$ cat config.mk
export PLATFORM = sky130hd
export DESIGN_NAME = reg_scoreboard
export DESIGN_NICKNAME = d
export VERILOG_FILES = /design/src/rtl/reg_sb_pkg.sv /design/src/rtl/sb_counter.sv /design/src/rtl/reg_scoreboard.sv
export SDC_FILE = /design/constraint.sdc
export NUM_CORES = 1
export LEC_CHECK = 0
export CORE_UTILIZATION = 35
export DETAILED_ROUTE_END_ITERATION = 7
export SYNTH_ARGS = -nofsm -noshare
export SYNTH_HDL_FRONTEND = slang
export SYNTH_SLANG_ARGS = --single-unit
$ cat constraint.sdc
create_clock -name clk -period 7.9 [get_ports clk]
set_input_delay 1.58 -clock clk [delete_from_list [all_inputs] [get_ports clk]]
set_output_delay 1.58 -clock clk [all_outputs]
set_load 0.005 [all_outputs]
$ cat src/rtl/reg_sb_pkg.sv
// Shared types and constants for the register scoreboard.
// Optional feature macro used by the scoreboard: FWD_BYPASS_EN.
package reg_sb_pkg;

   localparam int NREG     = 32;
   localparam int AW       = $clog2(NREG);
   localparam int CNT_W    = 2;
   localparam int MAX_PEND = (2 ** CNT_W) - 1;
   localparam int ZERO_REG = 0;

   typedef logic [AW-1:0]    reg_idx_t;
   typedef logic [CNT_W-1:0] cnt_t;

endpackage

$ cat src/rtl/sb_counter.sv
// Pending-write counter for one architectural register.
// Counts issued-but-not-retired writes; never wraps in either direction.
// A retire with nothing pending raises a one-cycle underflow pulse.
module sb_counter
   import reg_sb_pkg::*;
#(
   parameter int CNT_W = reg_sb_pkg::CNT_W
) (
   input  logic             clk,
   input  logic             reset,
   input  logic             clr,
   input  logic             inc,
   input  logic             dec,
   output logic [CNT_W-1:0] cnt,
   output logic             nz,
   output logic             underflow
);

   localparam logic [CNT_W-1:0] CNT_MAX = '1;

   // Count update: clear wins, simultaneous inc/dec cancel, saturate at both ends.
   always_ff @(posedge clk or posedge reset) begin
      if (reset) begin
         cnt <= '0;
      end else if (clr) begin
         cnt <= '0;
      end else if (inc && !dec && (cnt != CNT_MAX)) begin
         cnt <= cnt + 1'b1;
      end else if (dec && !inc && (cnt != '0)) begin
         cnt <= cnt - 1'b1;
      end
   end

   assign nz        = (cnt != '0);
   assign underflow = dec & ~inc & ~nz;

endmodule

$ cat src/rtl/reg_scoreboard.sv
// Register scoreboard: tracks outstanding writes per architectural register
// and stalls issue while a source is still pending or a destination counter
// is saturated. Register 0 is hard-wired zero and never tracked.
// Optional feature macro: FWD_BYPASS_EN (same-cycle writeback forwarding).
module reg_scoreboard
   import reg_sb_pkg::*;
#(
   parameter int NREG  = reg_sb_pkg::NREG,
   parameter int AW    = reg_sb_pkg::AW,
   parameter int CNT_W = reg_sb_pkg::CNT_W
) (
   input  logic                  clk,
   input  logic                  reset,
   input  logic                  flush,
   input  logic                  issue_valid,
   input  logic                  issue_wr,
   input  logic [AW-1:0]         issue_rd,
   input  logic [AW-1:0]         rs1,
   input  logic [AW-1:0]         rs2,
   input  logic                  rs1_used,
   input  logic                  rs2_used,
   input  logic                  wb_valid,
   input  logic [AW-1:0]         wb_rd,
   output logic                  stall,
   output logic                  issue_fire,
   output logic [NREG-1:0]       busy_mask,
   output logic [AW+CNT_W-1:0]   pend_total,
`ifdef FWD_BYPASS_EN
   output logic                  rs1_fwd,
   output logic                  rs2_fwd,
`endif
   output logic                  wb_underflow
);

   localparam logic [CNT_W-1:0] CNT_SAT  = CNT_W'(2 ** CNT_W - 1);
   localparam logic [AW-1:0]    IDX_ZERO = AW'(ZERO_REG);

   logic [NREG-1:0][CNT_W-1:0] cnt;
   logic [NREG-1:0]            nz;
   logic [NREG-1:0]            uf_vec;
   logic                       src1_haz, src2_haz, dst_haz;

   // x0 is never counted.
   assign cnt[0]    = '0;
   assign nz[0]     = 1'b0;
   assign uf_vec[0] = 1'b0;

   for (genvar r = 1; r < NREG; r++) begin : g_cnt
      logic inc_r, dec_r;
      assign inc_r = issue_fire & issue_wr & (issue_rd == AW'(r));
      assign dec_r = wb_valid & (wb_rd == AW'(r));
      sb_counter #(.CNT_W(CNT_W)) u_cnt (
         .clk       (clk),
         .reset     (reset),
         .clr       (flush),
         .inc       (inc_r),
         .dec       (dec_r),
         .cnt       (cnt[r]),
         .nz        (nz[r]),
         .underflow (uf_vec[r])
      );
   end

`ifdef FWD_BYPASS_EN
   // A single pending write that retires this cycle is forwarded, not stalled on.
   logic wb_hit1, wb_hit2;
   assign wb_hit1  = wb_valid & (wb_rd == rs1);
   assign wb_hit2  = wb_valid & (wb_rd == rs2);
   assign src1_haz = rs1_used & ((cnt[rs1] > CNT_W'(1)) | ((cnt[rs1] == CNT_W'(1)) & ~wb_hit1));
   assign src2_haz = rs2_used & ((cnt[rs2] > CNT_W'(1)) | ((cnt[rs2] == CNT_W'(1)) & ~wb_hit2));
   assign rs1_fwd  = rs1_used & (rs1 != IDX_ZERO) & wb_hit1 & (cnt[rs1] == CNT_W'(1));
   assign rs2_fwd  = rs2_used & (rs2 != IDX_ZERO) & wb_hit2 & (cnt[rs2] == CNT_W'(1));
`else
   assign src1_haz = rs1_used & nz[rs1];
   assign src2_haz = rs2_used & nz[rs2];
`endif

   assign dst_haz    = issue_wr & (cnt[issue_rd] == CNT_SAT);
   assign stall      = issue_valid & (src1_haz | src2_haz | dst_haz);
   assign issue_fire = issue_valid & ~stall & ~flush;

   // Busy view comes straight from the count flops.
   assign busy_mask = nz;

   // Total outstanding writes across all tracked registers.
   always_comb begin
      pend_total = '0;
      for (int r = 1; r < NREG; r++) begin
         pend_total = pend_total + (AW+CNT_W)'(cnt[r]);
      end
   end

   // Sticky record of any retire that found nothing pending.
   always_ff @(posedge clk or posedge reset) begin
      if (reset) begin
         wb_underflow <= 1'b0;
      end else if (|uf_vec) begin
         wb_underflow <= 1'b1;
      end
   end

endmodule

==> run summary <==
STA
• Finish-stage setup viols: 0
• Period Utilization, post-route: 96.27%
• Post-Route Setup TNS: 0 ns
• final period demand of the worst path: 7.605 ns
• number of failing hold endpoints at the final stage: 0
• worst setup margin: 0.2947 ns
• unrepaired setup endpoints after global routing: false
• Pins Over Slew Limit: 0
• maximum clock rate: 0.1315 GHz
• Worst slew margin: 15.88%
• final clock skew: 0.007957 ns
• actual transition at the worst max-transition pin: 1.259 ns
• final hold slack: 0.5769 ns

Yosys
• cell area after synthesis: 7226 µm²
• proportion of register bits with asynchronous set or reset after synthesis: 100.0%
• post-synth top area share: 21.82%
• net count after synthesis: 974
• most repeated cell in the gate-level netlist after synthesis: inv_1
• Yosys warnings: 0
• top cell type by total area after synthesis: dfrtp_1
• commonest cells in the netlist: inv_1 (126), nor2_1 (81), dfrtp_1 (63)
• main flop type after synthesis: dfrtp_1
• leading cell types by total area after synthesis: dfrtp_1 (22%), fa_1 (16%), inv_1 (6.5%)
• sequential share of the synthesized area: 21.82%
• number of flops mapped to enable cells by yosys: 0
• post-synthesis instance total: 877
• number of unique standard cell types used by synthesis: 64
• average cell area after synthesis: 8.239 µm²
• Yosys reg bits: 63

Floorplanning
• placement row count: 52
• top-level port count: 70
• area of the die: 21,220 µm²
• area inside the core boundary: 20,230 µm²
• Chip Width: 145.7 µm
• starting density of the core: 35.71%
• die height: 145.7 µm

Place
• DP Worst Slack: 0.3574 ns
• number of cells in the design after placement: 1,164
• HPWL reported at the end of detailed placement: 20,580 µm
• count of input and output buffers: 68
• area of placed instances: 7970 µm²
• RePlAce Congestion: 0.9956

Clock network
• clock tree from TritonCTS: done
• register clock-pin slew on the reported worst setup and hold paths: 0.06 ns
• Clk Latency, worst-skew pair: 0.35 ns
• clock root buffer: clkbuf_16
• number of buffers inserted during clock tree synthesis: 9
• CTS H-tree lvls: 3
• TritonCTS sink count: 63
• number of buffers between clock root and the deepest sink: 2

Critical path
• Setup crit start kind: register
• crit path capture type: output port
• worst r2r src: g_cnt[28].u_cnt.cnt[0]$_DFFE_PP0P_
• maximum cell stage delay along the critical path: 0.55 ns
• most frequent cell on the critical path: fa_1
• R2R setup slack: 3.19 ns
• critical path, cell by cell: fa_1 > fa_1 > fa_1 > fa_1 > fa_1 > fa_1 > inv_1 > fa_1 > inv_1 > ha_1 > a21o_1 > a21oi_1 > nor2b_1 > o21ai_0 > nand2b_1 > clkdlybuf4s50_1
• data required time at the worst endpoint: 6.32 ns
• maximum net fanout on the critical path: 8
• endpoint of the most critical register-to-register path: wb_underflow$_DFFE_PP0P_
• Register-to-Register Path Depth: 11
• WP data arrival: 6.03 ns
• library cell contributing the largest single delay on the critical path: fa_1
• category of the critical setup timing path: reg -> out

Global routing
• GRT overflow: 0
• met3 Use GR: 4.922%
• total global routing track utilization: 25.23%
• highest-utilization routing layer at the global route stage: met2
• met2 track utilization from global routing: 38.88%
• met1 Usage GRT: 33.80%
• via count of the first global-routing pass: 6,536
• maximum number of pins on one net before global-route repair: 64
• global-route wire length before repair: 39,940 µm
• initial antenna violation count: 0

Final layout
• number of filler instances in the final layout: 2,014
• FF/Latch Area: 1594 µm²
• Cell Count, Final, Fillers Out: 1,187
• utilization after layout: 41.26%
• P&R area growth vs syn: 15.53%
• proportion of layout cells with a drive suffix above 1: 9.924%
• total non-filler cell area in the finished layout: 8348 µm²
• count of inserted antenna diode cells: 0
• area of the multi-input gates: 4785 µm²
• Post-layout nets: 1,009

Worst hold path
• terminating pin of the worst hold path: g_cnt[21].u_cnt.cnt[0]$_DFFE_PP0P_
• class of the most critical hold timing path: reg -> reg
• hold_sp: g_cnt[21].u_cnt.cnt[0]$_DFFE_PP0P_
• Hold Path Stages: 1

Drt
• first drt pass iteration count: 6
• DRC errors left: 0
• Routed WL: 26,540 µm
• count of vias placed by the detailed router: 7,012
• routed len/inst: 22.35 µm
• DRC violation total after the first TritonRoute iteration: 843
• Final ANT Viol Nets: 0
• via/cell ratio: 5.907

Power and ir drop
• cell area power density: 105.4 nW/µm²
• Design Power: 0.8799 mW
• Worst VDD drop: 0.09926 mV
• leakage power figure: 3.537 nW

Outcome
• status: completed

Run
• Max Cap Violations: 0

logic make-up after synthesis:
group,after synthesis,share of synthesized area (%)
XOR/XNOR,7,0.8485
buffers and inverters,194,12.03
adder cells (fa/ha/maj),69,17.87
AND/OR/NAND/NOR,289,19.67
AO/OA/AOI/OAI,228,21.28
other,1,0.05190
flip-flops,63,21.82
multiplexers,26,6.424
routing by layer:
metal | part of all wire, % | up-vias
met5 | 0 | -
li1 | - | 3110
met1 | 40 | 3383
met2 | 45 | 431
met3 | 9.4 | 88
met4 | 4.8 | 0
sequential cells by signal (all words and copies together) (netlist names):
signal           flops
g_cnt.u_cnt.cnt     62
wb_underflow         1
worst max-delay path by stage:
stage | startpoint | to | slack (ns) | cells past startpoint
2_1_floorplan | g_cnt[4].u_cnt.cnt[1]$_DFFE_PP0P_ | pend_total[5] | 1.12 | 16
3_3_place_gp | g_cnt[1].u_cnt.cnt[1]$_DFFE_PP0P_ | pend_total[5] | 0.37 | 15
3_5_place_dp | g_cnt[1].u_cnt.cnt[1]$_DFFE_PP0P_ | pend_total[5] | 0.36 | 15
4_1_cts | g_cnt[1].u_cnt.cnt[1]$_DFFE_PP0P_ | pend_total[5] | 0.001 | 15
5_1_grt | g_cnt[4].u_cnt.cnt[1]$_DFFE_PP0P_ | pend_total[6] | 0.04 | 18
6_report | g_cnt[2].u_cnt.cnt[1]$_DFFE_PP0P_ | pend_total[6] | 0.29 | 16
cell usage in the layout, fill, tap and decap left out, drive strengths merged, types with 4 or more instances in the layout:
cell           instances
a2111oi                5
a211o                  5
a211oi                32
a21oi                 48
buf                   25
clkbuf                11
clkdlybuf4s50         66
clkinv                 4
dfrtp                 63
fa                    57
ha                    12
inv                  126
mux2i                  7
mux4                  16
nand2                 43
nand2b                21
nand3                 17
nand3b                 7
nand4                  8
nor2                  81
nor2b                 13
nor3                  60
nor4                  14
o2111ai                9
o211ai                 8
o21a                  24
o21ai                 54
o311ai                11
o31a                   4
o31ai                  6
or2                   16
xnor2                  4
area by class of cell:
cell class	count	share of cell area, %
Clock buffer	11	2.908
Clock inverter	5	0.6894
Inverter	126	5.665
Multi-Input combinational cell	620	57.31
Sequential cell	63	19.09
Tap cell	270	4.047
Timing Repair Buffer	92	10.28
timing repair:
item                                    in CTS  in global routing
endpoints found under the setup margin       1                  1
gates resized for setup                      1                 16
pin swaps                                    0                  6
hold endpoints to repair                     0                  0
hold buffers                                 0                  0
setup buffers                                0                  7
critical path: cells and delay by family (launching register included):
| kind | cells | cell delay [ns] |
|---|---|---|
| compound gates | 3 | 0.52 |
| flops | 1 | 0.46 |
| buf+inv | 3 | 0.56 |
| fa+ha+maj | 8 | 3.99 |
| simple gates | 2 | 0.14 |
power by group:
group | leakage, nW | total, mW | switching (mW) | internal [mW]
sequential | 0.852 | 0.324 | 0.000959 | 0.323
combinational | 2.54 | 0.130 | 0.0882 | 0.0420
clock | 0.149 | 0.426 | 0.172 | 0.253
total | 3.54 | 0.880 | 0.261 | 0.619
No activity file was read; power rests on OpenSTA's default activity.
